<file path="src/rtl/regfile_ctrl.sv">
// Button-driven register-file controller: one debounced press per step enters
// write (address, low byte, high byte) or read (A, B) operands from the switches.
module regfile_ctrl #(
  parameter int DBNC = 250000
) (
  input  logic        clk,
  input  logic        reset,
  input  logic        btn,
  input  logic [7:0]  sw,
  output logic [1:0]  mode,
  output logic [4:0]  wa,
  output logic [15:0] wd,
  output logic        we,
  output logic [4:0]  raA,
  output logic [4:0]  raB
);

  localparam logic [17:0] DBNC_M1 = 18'(DBNC - 1);

  typedef enum logic [2:0] {
    CMD, WD_LO, WD_HI, WRITE, SHOW_W, RD_B, SHOW_R
  } state_t;

  state_t      state;
  logic        sync1, sync2;
  logic        lvl;
  logic [17:0] cnt;
  logic        press;

  always_ff @(posedge clk) begin
    if (reset) begin
      sync1 <= 1'b0;
      sync2 <= 1'b0;
    end else begin
      sync1 <= btn;
      sync2 <= sync1;
    end
  end

  always_ff @(posedge clk) begin
    if (reset) begin
      lvl <= 1'b0;
      cnt <= '0;
    end else if (sync2 != lvl) begin
      if (cnt == DBNC_M1) begin
        lvl <= ~lvl;
        cnt <= '0;
      end else begin
        cnt <= cnt + 18'd1;
      end
    end else begin
      cnt <= '0;
    end
  end

  // Decoded from the flip condition so the FSM acts on the same edge the level rises.
  assign press = ~lvl & sync2 & (cnt == DBNC_M1);

  always_ff @(posedge clk) begin
    if (reset) begin
      state <= CMD;
      mode  <= 2'b00;
      wa    <= '0;
      wd    <= '0;
      we    <= 1'b0;
      raA   <= '0;
      raB   <= '0;
    end else begin
      we <= 1'b0;
      case (state)
        CMD: if (press) begin
          if (sw[7]) begin
            wa    <= sw[4:0];
            state <= WD_LO;
            mode  <= 2'b01;
          end else begin
            raA   <= sw[4:0];
            state <= RD_B;
            mode  <= 2'b10;
          end
        end
        WD_LO: if (press) begin
          wd[7:0] <= sw;
          state   <= WD_HI;
        end
        WD_HI: if (press) begin
          wd[15:8] <= sw;
          state    <= WRITE;
          we       <= 1'b1;
        end
        WRITE: state <= SHOW_W;
        SHOW_W: if (press) begin
          state <= CMD;
          mode  <= 2'b00;
        end
        RD_B: if (press) begin
          raB   <= sw[4:0];
          state <= SHOW_R;
          mode  <= 2'b11;
        end
        SHOW_R: if (press) begin
          state <= CMD;
          mode  <= 2'b00;
        end
        default: begin
          state <= CMD;
          mode  <= 2'b00;
        end
      endcase
    end
  end

endmodule

</file>
<file path="config.mk">
export PLATFORM = sky130hd
export DESIGN_NAME = regfile_ctrl
export DESIGN_NICKNAME = d
export VERILOG_FILES = /design/src/rtl/regfile_ctrl.sv
export SDC_FILE = /design/constraint.sdc
export NUM_CORES = 1
export LEC_CHECK = 0
export ABC_CLOCK_PERIOD_IN_PS = 2700
export BUFFER_PORTS_ARGS = -buffer_cell sky130_fd_sc_hd__buf_2
export CORE_ASPECT_RATIO = 0.6
export CORE_MARGIN = 5
export CORE_UTILIZATION = 58
export CTS_BUF_LIST = sky130_fd_sc_hd__clkbuf_4 sky130_fd_sc_hd__clkbuf_8
export DETAILED_ROUTE_END_ITERATION = 8
export GPL_TIMING_DRIVEN = 0
export PLACE_DENSITY = 0.8
export SLEW_MARGIN = 0
export SYNTH_ARGS = -nofsm -noshare
export SYNTH_HDL_FRONTEND = slang
export SYNTH_SLANG_ARGS = --single-unit
</file>
<file path="constraint.sdc">
create_clock -name clk -period 2.7 [get_ports clk]
set_input_delay 0.54 -clock clk [delete_from_list [all_inputs] [get_ports clk]]
set_output_delay 0.54 -clock clk [all_outputs]
set_load 0.01 [all_outputs]
</file>
Yosys cells after proc, flatten, opt, wreduce, memory -nomap -nowiden. Cells that the tools add are included.

Register bits: 58. Input port bits: 11. Output and inout bits: 34. Logic and storage cells: 59.

$add $sub $neg: 1. Eq/ne operators: 13. Muxes and demuxes: 13. Bitwise gates (word level): 7. Reduce and logical (&&, ||, !) cells: 13.

Operator list (number): $add A18 B1 Y18 const B (1); $eq A18 B18 Y1 const B (1); $mux W3 (6); $pmux W3 S6 (1); $eq A3 B3 Y1 const B (3); $mux W2 (4); $ne A2 B2 Y1 const B (4); $pmux W2 S4 (1); $reduce_and A2 Y1 (4); $eq A3 B2 Y1 const B (2); $reduce_and A3 Y1 (2); $reduce_or A3 Y1 (2); $not A1 Y1 (5); $reduce_and A5 Y1 (1); $reduce_and A4 Y1 (1); $reduce_or A2 Y1 (2); $eq A3 B1 Y1 const B (1); $logic_not A3 Y1 (1); $and A1 B1 Y1 (2); $ne A2 B1 Y1 const B (1); $mux W1 (1); $ne A1 B1 Y1 (1).

Longest topological paths before layout. Gate-level depths: netlist of the first run.

Word-level depth: 5. Gate-level depth with buffers: 8. Gate-level depth less buffers: 6.

Worst setup path after synthesis of the first run. OpenSTA, ideal clock, no wires.

Path type: register -> register. Start point: register cnt[0]. End point: register cnt[11]. Library setup time: 0.115 ns. Arrival time: 1.941 ns. Data required time: 2.585 ns. Path slack: 0.645 ns. Cell stages (with the launch flop): 9. Buffers on the path: 3. Period minus slack after synthesis: 2.055 ns. Cell sequence: dfxtp_1 ha_1 nand3_2 or4_1 buf_2 clkbuf_8 o21ai_2 buf_4 nor2_1.

Cells in the longest elaborated chain, start to end: 2. Elaborated cells between the ends (all ways): 3. Classes of those cells: add/sub: 1; eq/ne: 1; reduce/logical: 1.

Ends and longest elaborated chain: from (decl) (line 27) `logic [17:0] cnt;`; from (signal assigned) (line 49) `cnt <= cnt + 18'd1;`; parallel branches: the longest is 2 deep, another holds $add A18 B1 Y18.

Parallel ways; which one is timed is not known. A chain may end at the register's enable or synchronous reset.

Worst setup path in the final report of the first run.
Start point: register cnt[0]. End point: register cnt[10].

The elaborated chain is that of the path after synthesis.

==> flow_summary.rst, run 1 <==
.. list-table::
   :header-rows: 1

   * - Metric
     - Value
   * - Total area of multi-input combinational cells
     - approximately 0.0013 sq mm
   * - Crit share post-route
     - 0.898
   * - Clk Latency, worst-skew pair
     - between 300 and 400 ps
   * - Logic depth of the worst register-to-register path
     - 8
   * - Total power density per cell area
     - between 500 and 600 mW/mm^2
   * - Post-Synthesis Net Count
     - about 320
   * - Number of instances in the synthesized netlist
     - around 300
   * - Setup CP Type
     - flop to flop
   * - Worst hold path endpoint
     - sync1
   * - Worst path top cell family by delay
     - simple AND/OR/NAND/NOR gates
   * - Number of register bits inferred by synthesis
     - 58
   * - Maximum clock skew at final layout
     - ~10 ps
   * - Data required time of the worst path
     - between 2000 and 3000 ps
   * - Main flop type after synthesis
     - sky130_fd_sc_hd__dfxtp_1
   * - Synthesis-to-layout area growth
     - 19.1%
   * - Router iterations before antenna repair
     - 5
   * - Total design power
     - between 1500 and 2000 uW
   * - Main combinational cell family by area after synthesis
     - simple AND/OR/NAND/NOR gates
   * - Total die area
     - slightly below 0.006 sq mm
   * - First-pass GRT wire length
     - 11,400 um
   * - Crit path max fanout
     - 10
   * - FF-to-FF setup slack
     - 280 ps
   * - Vias after detailed routing
     - 2,641
   * - Largest incremental delay on the critical path
     - roughly 500 ps
   * - Relative slew slack
     - 0.520
   * - CTS max path bufs
     - 2
   * - Number of antenna violations at the first check in global routing
     - 0
   * - Number of port buffers
     - between 40 and 50
   * - Share of cells above drive strength 1
     - 0.208
   * - Number of vias per cell after detailed routing
     - 6.21
   * - Post-synth cell types
     - 37
   * - Initial detailed-routing violation count
     - between 200 and 300
   * - Worst setup EP type
     - flop
   * - Hold Startpoint
     - btn
   * - Aggregate global-route resource usage
     - 0.256
   * - Average detailed-routed wire length per instance
     - between 15 and 20 um
   * - Final weighted congestion in routability-driven placement
     - between 0.9 and 1
   * - Ordered list of cells on the worst path
     - ha_1, nand3_2, or4_1, buf_2, clkbuf_8, o21ai_2, buf_4, nor2_1
   * - Via count of the first global-routing pass
     - between 2,000 and 2,500
   * - Antenna diode count
     - 0
   * - Number of enable flip-flop cells after synthesis
     - 0
   * - Clock tree from TritonCTS
     - yes
   * - Largest net degree at the start of global routing
     - 11
   * - Final count of hold timing violations
     - 0
   * - Clock sink total
     - 58
   * - Max-cap violation count
     - 0
   * - Type of the tightest min-delay check
     - input pin to flop
   * - Setup-failing EPs final
     - 0
   * - Final-layout fill cell count
     - 337
   * - Number of placed I/O pins
     - 45
   * - Sequential cell area fraction in the yosys report
     - 0.448
   * - Residual DRC
     - 0
   * - Clock transition at the registers of the reported paths
     - ~60 ps
   * - Crit path launch type
     - flop
   * - Placeable core area
     - ~0.0042 sq mm
   * - Library cell used as clock root buffer
     - sky130_fd_sc_hd__clkbuf_8
   * - Multiplexer area fraction after synthesis
     - 0
   * - Transition time at the pin with the least slew margin
     - 716 ps
   * - Crit path arrival time
     - roughly 2700 ps
   * - Cell area after technology mapping
     - 0.00259 sq mm
   * - Number of warnings printed during yosys synthesis
     - 0
   * - Result of the run
     - finished clean
   * - Complex-gate fraction of the synthesized area
     - 0.174
   * - Adder-cell share of the synthesized area
     - 0.00965
   * - Peak supply drop
     - about 360 uV
   * - Final critical-path required period
     - roughly 2400 ps
   * - Critical Path Slowest Stage Cell
     - sky130_fd_sc_hd__or4_1
   * - GRT overflow
     - 0
   * - Final total negative setup slack
     - 0 ps
   * - Die Wd
     - around 96 um
   * - Number of rows in the core area
     - 18
   * - Buffering stage count on the worst path with inverters included
     - 3
   * - Number of nets still failing antenna checks after routing
     - 0
   * - Crit Reg-Reg Startpoint
     - cnt[0]
   * - Reported leakage power
     - approximately 0.0011 uW
   * - Number of hold-repair buffers added at the cts stage
     - 0
   * - WL final
     - approximately 7200 um
   * - Total area of sequential cells
     - about 0.0012 sq mm
   * - Number of cells upsized or downsized after cts
     - 0
   * - Final net count
     - between 300 and 400
   * - Total CTS buffers
     - 9
   * - Capture instance of the worst register-to-register path
     - cnt[10]
   * - Basic-gate share of the synthesized area counting and, or, nand and nor cells
     - 0.271
   * - Post-synthesis area per instance
     - ~8.5 sq um
   * - Post-CTS setup buffer count
     - 0
   * - Xor and xnor fraction of the mapped netlist area
     - 0.0507
   * - Total count of max-transition violations in the final report
     - 0
   * - H-tree lvl count
     - 3
   * - Dpl hpwl
     - slightly above 5000 um
   * - Share of synthesized registers carrying an async set or reset
     - 0
   * - Initial core utilization
     - 0.616
   * - Cell depth of the worst hold path
     - 2
   * - Die H
     - roughly 62 um
   * - Highest clock rate
     - around 410 MHz
   * - RSZ-0062 raised after global routing
     - false
==> metal layers <==
metal  wire length [um]  global-route usage
met1               3270               0.369
met2               3030               0.355
met3                808              0.0915
met4                114              0.0858
met5                  0                   0
==> through the flow <==
step,hold slack [ps],worst slack (ps),util,instances,area [sq um]
3_5_place_dp,439,311,0.685,409,2880
3_3_place_gp,419,330,0.685,409,2880
5_1_grt,403,105,0.733,425,3090
2_1_floorplan,414,645,-,306,2590
6_report,410,277,0.733,425,3090
4_1_cts,408,281,0.733,425,3090
==> state kept, by name (all words and copies together), names as in the netlist <==
signal,flops
lvl,1
mode,2
wd,16
sync2,1
state,3
sync1,1
raA,5
wa,5
raB,5
we,1
cnt,18
==> cell families after synthesis <==
kind of cell    Yosys count
simple gates            122
compound gates           83
flops                    58
buf+inv                  26
xor+xnor                 15
fa+ha+maj                 2
==> power by group <==
| part | switching [uW] | internal, uW |
|---|---|---|
| Combinational | 30.1 | 12.1 |
| Sequential | 0.690 | 857 |
| Clock | 352 | 471 |
==> how the worst max path moves through the flow <==
| stage | start | endpoint | slack (ps) | cells after the start |
|---|---|---|---|---|
| after floorplan | cnt[0] | cnt[11] | 640 | 8 |
| after global placement | cnt[0] | cnt[15] | 330 | 8 |
| after detailed placement | cnt[0] | cnt[10] | 310 | 8 |
| after CTS | cnt[0] | cnt[10] | 280 | 8 |
| after global routing | cnt[0] | cnt[10] | 100 | 8 |
| final | cnt[0] | cnt[10] | 280 | 8 |
==> cells in the mapped netlist (4+ instances only) <==
master | count | area share
sky130_fd_sc_hd__dfxtp_1 | 58 | 0.45
sky130_fd_sc_hd__a21oi_1 | 37 | 0.071
sky130_fd_sc_hd__o21ai_0 | 36 | 0.069
sky130_fd_sc_hd__nand3_1 | 34 | 0.066
sky130_fd_sc_hd__nor2_1 | 23 | 0.033
sky130_fd_sc_hd__nand4_1 | 15 | 0.036
sky130_fd_sc_hd__clkbuf_1 | 14 | 0.020
sky130_fd_sc_hd__xnor2_1 | 10 | 0.034
sky130_fd_sc_hd__nand2_1 | 8 | 0.012
sky130_fd_sc_hd__nor2b_1 | 6 | 0.014
sky130_fd_sc_hd__or4_1 | 6 | 0.017
sky130_fd_sc_hd__and4_1 | 5 | 0.017
sky130_fd_sc_hd__inv_1 | 5 | 0.0072
sky130_fd_sc_hd__nor4_1 | 5 | 0.012
sky130_fd_sc_hd__xor2_1 | 5 | 0.017
sky130_fd_sc_hd__nor3_1 | 4 | 0.0077
sky130_fd_sc_hd__or4b_2 | 4 | 0.015
==> placed cells by master, fill, tap and decap left out, types with 2 or more instances in the layout <==
cell	n
sky130_fd_sc_hd__dfxtp_1	58
sky130_fd_sc_hd__buf_2	46
sky130_fd_sc_hd__a21oi_1	37
sky130_fd_sc_hd__o21ai_0	36
sky130_fd_sc_hd__nand3_1	34
sky130_fd_sc_hd__nor2_1	23
sky130_fd_sc_hd__nand4_1	15
sky130_fd_sc_hd__clkbuf_1	14
sky130_fd_sc_hd__clkbuf_8	12
sky130_fd_sc_hd__xnor2_1	10
sky130_fd_sc_hd__nand2_1	8
sky130_fd_sc_hd__or4_1	6
sky130_fd_sc_hd__nor2b_1	6
sky130_fd_sc_hd__inv_1	5
sky130_fd_sc_hd__and4_1	5
sky130_fd_sc_hd__nor4_1	5
sky130_fd_sc_hd__xor2_1	5
sky130_fd_sc_hd__or4b_2	4
sky130_fd_sc_hd__nor3_1	4
sky130_fd_sc_hd__buf_4	3
sky130_fd_sc_hd__and3_1	3
sky130_fd_sc_hd__clkinv_2	3
sky130_fd_sc_hd__o31ai_1	2
sky130_fd_sc_hd__a31o_2	2
sky130_fd_sc_hd__nor3_2	2
sky130_fd_sc_hd__a41oi_1	2
sky130_fd_sc_hd__ha_1	2
==> layout make-up <==
cell class                      count  area share
Sequential cell                    58       0.376
Clock buffer                       11      0.0490
Multi-Input combinational cell    222       0.424
Tap cell                           60      0.0243
Clock inverter                      5      0.0170
Inverter                            5     0.00608
Buffer                             21      0.0336
Timing Repair Buffer               43      0.0697
(Power assumes the default switching activity.)
==> run 2: changes to the inputs <==
--- a/config.mk
+++ b/config.mk
@@ -14,6 +14,7 @@
 export DETAILED_ROUTE_END_ITERATION = 8
 export GPL_TIMING_DRIVEN = 0
 export PLACE_DENSITY = 0.8
+export RECOVER_POWER = 100
 export SLEW_MARGIN = 0
 export SYNTH_ARGS = -nofsm -noshare
 export SYNTH_HDL_FRONTEND = slang
==> run 2 against run 1 <==
Clock-buffer cell count is the same. Wire length increased by 0.43%. Sequential share of layout area increased by 0.57 points. Worst hold slack improved by 1.7 ps. Fmax is essentially flat. Die area is the same. Via count decreased by 0.11%. Worst setup slack is essentially flat. Critical path depth unchanged. Non-clock buffer count unchanged. Sequential power barely moved. Combinational power barely moved. Largest power group unchanged.
==> flow_summary.rst, run 2 (synthesis gave the netlist of run 1 again) <==
.. list-table::
   :header-rows: 1

   * - Metric
     - Value
   * - Reported leakage power
     - 0.000917 uW (was 0.00107 uW)
   * - Number of vias per cell after detailed routing
     - 6.21 (about the same)
   * - Largest registers ranked by flip-flop count
     - cnt x18, wd x16 (unchanged)
   * - Setup CP Type
     - flop to flop (unchanged)
   * - Max-cap violation count
     - 0 (unchanged)
   * - Share of cells above drive strength 1
     - 0.112 (was 0.208)
   * - Total CTS buffers
     - 9 (unchanged)
   * - Antenna diode count
     - 0 (unchanged)
   * - Highest-count cells in the layout ignoring fill and taps
     - sky130_fd_sc_hd__dfxtp_1, sky130_fd_sc_hd__clkbuf_1, sky130_fd_sc_hd__a21oi_1, sky130_fd_sc_hd__o21ai_0, sky130_fd_sc_hd__nand3_1 (was sky130_fd_sc_hd__dfxtp_1, sky130_fd_sc_hd__buf_2, sky130_fd_sc_hd__a21oi_1, sky130_fd_sc_hd__o21ai_0, sky130_fd_sc_hd__nand3_1)
   * - Total die area
     - 0.00595 sq mm (unchanged)
   * - Clock sink total
     - 58 (unchanged)
   * - Peak supply drop
     - 361 uV (about the same)
   * - Final net count
     - 373 (unchanged)
   * - Number of nets still failing antenna checks after routing
     - 0 (unchanged)
   * - Vias after detailed routing
     - 2,638 (was 2,641)
   * - Worst setup EP type
     - flop (unchanged)
   * - Final total negative setup slack
     - 0 ps (unchanged)
   * - Buffering stage count on the worst path with inverters included
     - 3 (unchanged)
   * - Via count of the first global-routing pass
     - 2,283 (unchanged)
   * - Number of port buffers
     - 43 (unchanged)
   * - Crit. path cell count
     - 8 (unchanged)
   * - Final critical-path required period
     - 2420 ps (about the same)
   * - H-tree lvl count
     - 3 (unchanged)
   * - Synthesis-to-layout area growth
     - 17.3% (was 19.1%)
   * - Library cell used as clock root buffer
     - sky130_fd_sc_hd__clkbuf_8 (unchanged)
   * - Result of the run
     - finished clean (unchanged)
   * - Clock tree from TritonCTS
     - yes (unchanged)
   * - Die H
     - 61.8 um (unchanged)
   * - Most common cell after layout, fill and taps aside
     - sky130_fd_sc_hd__dfxtp_1 (unchanged)
   * - GRT overflow
     - 0 (unchanged)
   * - Number of placed I/O pins
     - 45 (unchanged)
   * - Worst path top cell family by delay
     - simple AND/OR/NAND/NOR gates (unchanged)
   * - RSZ-0062 raised after global routing
     - false (unchanged)
   * - Cell depth of the worst hold path
     - 2 (unchanged)
   * - Critical Path Slowest Stage Cell
     - sky130_fd_sc_hd__or4_1 (unchanged)
   * - Crit path max fanout
     - 10 (unchanged)
   * - Number of antenna violations at the first check in global routing
     - 0 (unchanged)
   * - Maximum clock skew at final layout
     - 8.63 ps (was 10.1 ps)
   * - Largest net degree at the start of global routing
     - 11 (unchanged)
   * - Placed standard-cell area
     - 0.00288 sq mm (unchanged)
   * - WL final
     - 7250 um (was 7220 um)
   * - Ordered list of cells on the worst path
     - ha_1, nand3_2, or4_1, buf_2, clkbuf_8, o21ai_2, buf_4, nor2_1 (unchanged)
   * - Crit share post-route
     - 0.898 (about the same)
   * - Global-route layer with the greatest usage
     - met1 (unchanged)
   * - Largest register FFs
     - 18 (unchanged)
   * - Total design power
     - 1720 uW (about the same)
   * - Cell area after layout
     - 0.00304 sq mm (was 0.00309 sq mm)
   * - Largest incremental delay on the critical path
     - 490 ps (about the same)
   * - Logic depth of the worst register-to-register path
     - 8 (unchanged)
   * - Average detailed-routed wire length per instance
     - 17.1 um (was 17.0 um)
   * - Met2 track utilization from global routing
     - 0.355 (unchanged)
   * - Relative slew slack
     - 0.523 (was 0.520)
   * - Largest Register
     - cnt (unchanged)
   * - Highest clock rate
     - 413 MHz (about the same)
   * - Post-CTS setup buffer count
     - 0 (unchanged)
   * - Transition time at the pin with the least slew margin
     - 712 ps (was 716 ps)
   * - CTS max path bufs
     - 2 (unchanged)
   * - Type of the tightest min-delay check
     - input pin to flop (unchanged)
   * - Number of hold-repair buffers added at the cts stage
     - 0 (unchanged)
   * - Die Wd
     - 96.3 um (unchanged)
   * - Initial detailed-routing violation count
     - 253 (was 275)
   * - Dpl hpwl
     - 5100 um (unchanged)
   * - Number of rows in the core area
     - 18 (unchanged)
   * - Met3 GRT Util
     - 0.0915 (unchanged)
   * - Final weighted congestion in routability-driven placement
     - 0.927 (unchanged)
   * - Initial core utilization
     - 0.616 (unchanged)
   * - Placeable core area
     - 0.00421 sq mm (unchanged)
   * - First-pass GRT wire length
     - 11,400 um (unchanged)
   * - Clk Latency, worst-skew pair
     - 340 ps (was 350 ps)
   * - Total count of max-transition violations in the final report
     - 0 (unchanged)
   * - Total power density per cell area
     - 566 mW/mm^2 (was 558 mW/mm^2)
   * - Global routing met1 resource utilization
     - 0.369 (unchanged)
   * - Clock transition at the registers of the reported paths
     - 60 ps (about the same)
   * - Router iterations before antenna repair
     - 5 (unchanged)
   * - Number of cells upsized or downsized after cts
     - 0 (unchanged)
   * - Aggregate global-route resource usage
     - 0.256 (unchanged)
   * - Residual DRC
     - 0 (unchanged)
   * - Final count of hold timing violations
     - 0 (unchanged)
   * - Crit path arrival time
     - 2660 ps (about the same)
   * - Setup-failing EPs final
     - 0 (unchanged)
   * - Crit path launch type
     - flop (unchanged)
   * - Data required time of the worst path
     - 2930 ps (about the same)
==> run 2: per-layer routing <==
metal,part of all wire,vias to the layer above,wire length [um]
li1,-,1246,-
met4,0.016,0,117
met2,0.43,128,3090
met3,0.10,16,761
met5,0,-,0
met1,0.45,1248,3280
==> run 2: final cells by class <==
type | instances | area [sq um]
Multi-Input combinational cell | 222 | 1310
Fill cell | 357 | 1170
Sequential cell | 58 | 1160
Timing Repair Buffer | 43 | 173
Clock buffer | 11 | 151
Buffer | 21 | 100
Tap cell | 60 | 75.1
Clock inverter | 5 | 52.6
Inverter | 5 | 18.8
==> run 2: worst paths after layout <==
check | from | end | slack (ps)
worst max-delay path | cnt[0] | cnt[10] | 280
worst max register to register | cnt[0] | cnt[10] | 280
worst min-delay path | btn | sync1 | 410
worst min register to register | sync1 | sync2 | 450
==> run 2: stage by stage <==
| step | cells | setup slack [ps] | hold slack (ps) | utilization |
|---|---|---|---|---|
| detailed placement | 409 | 311 | 439 | 0.685 |
| global route | 425 | 105 | 403 | 0.722 |
| global placement | 409 | 330 | 419 | 0.685 |
| floorplan | 306 | 645 | 414 | - |
| finish | 425 | 276 | 412 | 0.722 |
| CTS | 425 | 281 | 408 | 0.733 |
==> run 2: power by group <==
group	switching [uW]	leakage [uW]	internal, uW
clock network	350	0.000105	471
registers	0.694	0.000467	857
logic	30.0	0.000345	12.1
==> run 3: changes to the inputs <==
--- a/config.mk
+++ b/config.mk
@@ -15,6 +15,7 @@
 export GPL_TIMING_DRIVEN = 0
 export PLACE_DENSITY = 0.8
 export RECOVER_POWER = 100
+export REMOVE_ABC_BUFFERS = 1
 export SLEW_MARGIN = 0
 export SYNTH_ARGS = -nofsm -noshare
 export SYNTH_HDL_FRONTEND = slang
==> run 3 against run 2 <==
The run now ends with capacitance limit, slew limit left. Clock skew is 2.4 ps lower. Critical path depth down 3. First-iteration DRC count shrank 21%. Sequential share of layout area rose by 1.0 points. Clock power fell by 9.0%. Die area did not move. Core utilization is 1.8 points lower. Combinational power fell by 10%. Critical path type unchanged. Largest cell class unchanged. Largest power group unchanged.
==> flow_summary.rst, run 3 (synthesis gave the netlist of run 1 again) <==
.. list-table::
   :header-rows: 1

   * - Metric
     - Value
   * - Clock sink total
     - 58 (unchanged)
   * - Min Hold Slack
     - 416 ps (was 412 ps)
   * - Total design power
     - 1640 uW (was 1720 uW)
   * - Post-CTS setup buffer count
     - 0 (unchanged)
   * - Violated checks
     - capacitance limit, slew limit
   * - Number of placed I/O pins
     - 45 (unchanged)
   * - Largest net degree at the start of global routing
     - 43 (was 11)
   * - Worst hold path endpoint
     - sync1 (unchanged)
   * - Setup-failing EPs final
     - 0 (unchanged)
   * - Highest-count cells in the layout ignoring fill and taps
     - sky130_fd_sc_hd__dfxtp_1, sky130_fd_sc_hd__a21oi_1, sky130_fd_sc_hd__o21ai_0, sky130_fd_sc_hd__nand3_1, sky130_fd_sc_hd__clkbuf_1 (was sky130_fd_sc_hd__dfxtp_1, sky130_fd_sc_hd__clkbuf_1, sky130_fd_sc_hd__a21oi_1, sky130_fd_sc_hd__o21ai_0, sky130_fd_sc_hd__nand3_1)
   * - Share of cells above drive strength 1
     - 0.105 (was 0.112)
   * - GRT overflow
     - 0 (unchanged)
   * - Hold Startpoint
     - btn (unchanged)
   * - Library cell used as clock root buffer
     - sky130_fd_sc_hd__clkbuf_8 (unchanged)
   * - Final critical-path required period
     - 2570 ps (was 2420 ps)
   * - Net switching share of the total power
     - 0.213 (was 0.221)
   * - Combinational Power Share
     - 0.023 (was 0.024)
   * - Dpl hpwl
     - 4420 um (was 5100 um)
   * - Worst path top cell family by delay
     - simple AND/OR/NAND/NOR gates (unchanged)
   * - Clock transition at the registers of the reported paths
     - 60 ps (about the same)
   * - First-pass GRT wire length
     - 10,600 um (was 11,400 um)
   * - Total count of max-transition violations in the final report
     - 43 (was 0)
   * - Crit path launch type
     - flop (unchanged)
   * - Ordered list of cells on the worst path
     - ha_1, nand3_1, or4_4, or4_1, a21oi_1 (was ha_1, nand3_2, or4_1, buf_2, clkbuf_8, o21ai_2, buf_4, nor2_1)
   * - Number of nets still failing antenna checks after routing
     - 0 (unchanged)
   * - Initial core utilization
     - 0.616 (unchanged)
   * - Setup CP Type
     - flop to flop (unchanged)
   * - Type of the tightest min-delay check
     - input pin to flop (unchanged)
   * - Peak supply drop
     - 426 uV (was 361 uV)
   * - Number of rows in the core area
     - 18 (unchanged)
   * - Number of vias per cell after detailed routing
     - 6.15 (was 6.21)
   * - Worst setup EP type
     - flop (unchanged)
   * - Aggregate global-route resource usage
     - 0.239 (was 0.256)
   * - Logic depth of the worst register-to-register path
     - 5 (was 8)
   * - Final weighted congestion in routability-driven placement
     - 0.936 (was 0.927)
   * - Crit path arrival time
     - 2830 ps (was 2660 ps)
   * - Clock network fraction of design power
     - 0.455 (was 0.477)
   * - Largest incremental delay on the critical path
     - 770 ps (was 490 ps)
   * - Largest register FFs
     - 18 (unchanged)
   * - Sw Pwr
     - 350 uW (was 381 uW)
   * - Average detailed-routed wire length per instance
     - 16.2 um (was 17.1 um)
   * - Antenna diode count
     - 0 (unchanged)
   * - Result of the run
     - complete, but fails checks (was finished clean)
   * - Die H
     - 61.8 um (unchanged)
   * - H-tree lvl count
     - 3 (unchanged)
   * - Crit Reg-Reg Startpoint
     - cnt[0] (unchanged)
   * - Final count of hold timing violations
     - 0 (unchanged)
   * - Max-cap violation count
     - 1 (was 0)
   * - Synthesis-to-layout area growth
     - 14.3% (was 17.3%)
   * - Final net count
     - 353 (was 373)
   * - Relative slew slack
     - -0.197 (was 0.523)
   * - Router iterations before antenna repair
     - 7 (was 5)
   * - Transition time at the pin with the least slew margin
     - 1800 ps (was 712 ps)
   * - Data required time of the worst path
     - 2970 ps (was 2930 ps)
   * - Via count of the first global-routing pass
     - 2,117 (was 2,283)
   * - Total die area
     - 0.00595 sq mm (unchanged)
   * - Clk Latency, worst-skew pair
     - 340 ps (about the same)
   * - Residual DRC
     - 0 (unchanged)
   * - Number of hold-repair buffers added at the cts stage
     - 0 (unchanged)
   * - Internal Power
     - 1290 uW (was 1340 uW)
   * - Total CTS buffers
     - 9 (unchanged)
   * - Number of port buffers
     - 44 (was 43)
   * - Number of antenna violations at the first check in global routing
     - 0 (unchanged)
   * - Most common cell after layout, fill and taps aside
     - sky130_fd_sc_hd__dfxtp_1 (unchanged)
   * - CTS max path bufs
     - 2 (unchanged)
   * - Crit share post-route
     - 0.951 (was 0.898)
   * - Vias after detailed routing
     - 2,484 (was 2,638)
   * - Die Wd
     - 96.3 um (unchanged)
   * - Portion of total power attributed to sequential cells
     - 0.522 (was 0.498)
   * - Reported leakage power
     - 0.000892 uW (was 0.000917 uW)
   * - Buffering stage count on the worst path with inverters included
     - 0 (was 3)
   * - Critical Path Slowest Stage Cell
     - sky130_fd_sc_hd__or4_4 (was sky130_fd_sc_hd__or4_1)
   * - FF-to-FF setup slack
     - 130 ps (was 280 ps)
   * - Placeable core area
     - 0.00421 sq mm (unchanged)
   * - RSZ-0062 raised after global routing
     - false (unchanged)
   * - Cell depth of the worst hold path
     - 2 (unchanged)
   * - Capture instance of the worst register-to-register path
     - mode[1] (was cnt[10])
   * - Clock tree from TritonCTS
     - yes (unchanged)
   * - Number of instances in the placed design
     - 389 (was 409)
   * - Maximum clock skew at final layout
     - 6.25 ps (was 8.63 ps)
   * - Crit path max fanout
     - 42 (was 10)
   * - Highest clock rate
     - 389 MHz (was 413 MHz)
   * - Number of cells upsized or downsized after cts
     - 4 (was 0)
   * - Total power density per cell area
     - 554 mW/mm^2 (was 566 mW/mm^2)
   * - Largest Register
     - cnt (unchanged)
   * - Initial detailed-routing violation count
     - 201 (was 253)
   * - Largest registers ranked by flip-flop count
     - cnt x18, wd x16 (unchanged)
   * - Non-filler instance count after layout
     - 404 (was 425)
   * - WL final
     - 6530 um (was 7250 um)
-- run 3: changes by cell type in the layout (fill, tap and decap cells not counted), sizes merged --
| cell | delta |
|---|---|
| clkbuf | -13 |
| buf | -5 |
| bufinv | -1 |
| clkinv | -1 |
| clkinvlp | -1 |
-- run 3: metrics by stage --
step | cell area [sq um] | setup WS (ps) | utilization | TNS (ps)
detailed placement | 2800 | -261 | 0.664 | -4110
finish | 2960 | 131 | 0.704 | 0
CTS | 3000 | 288 | 0.713 | 0
floorplan | 2490 | 335 | - | 0
global placement | 2790 | -200 | 0.661 | -4690
global route | 2960 | 36.7 | 0.704 | 0
-- run 3: per-layer routing --
layer,vias up,track usage,wire length [um]
met3,12,0.101,578
met4,0,0.0499,94
met5,-,0,0
li1,1201,-,-
met2,113,0.335,2680
met1,1158,0.343,3170
-- run 3: area by class of cell --
type / count / area [sq um]
clock buffers: 13 / 179
clock inverters: 2 / 10.0
fillers: 384 / 1250
inverters: 5 / 18.8
multi-input cells: 222 / 1340
flip-flops and latches: 58 / 1160
well taps: 60 / 75.1
repair buffers: 44 / 176
-- run 3: power by group through the flow --
stage / combinational, uW / clock [uW] / sequential [uW]
final: 37.8 / 747 / 858
after floorplan: 10.6 / 0 / 877
after detailed placement: 36.5 / 0 / 877
after global routing: 41.5 / 801 / 858
after global placement: 36.2 / 0 / 877
after CTS: 37.2 / 757 / 858
-- run 3: worst max-delay path by stage --
stage                     cells past startpoint  endpoint    from
after floorplan                               5   mode[1]  cnt[0]
after global placement                        5   cnt[12]  cnt[0]
after detailed placement                      5    cnt[3]  cnt[0]
after CTS                                     5   mode[1]  cnt[0]
after global routing                          4   mode[1]  cnt[9]
final                                         5   mode[1]  cnt[0]
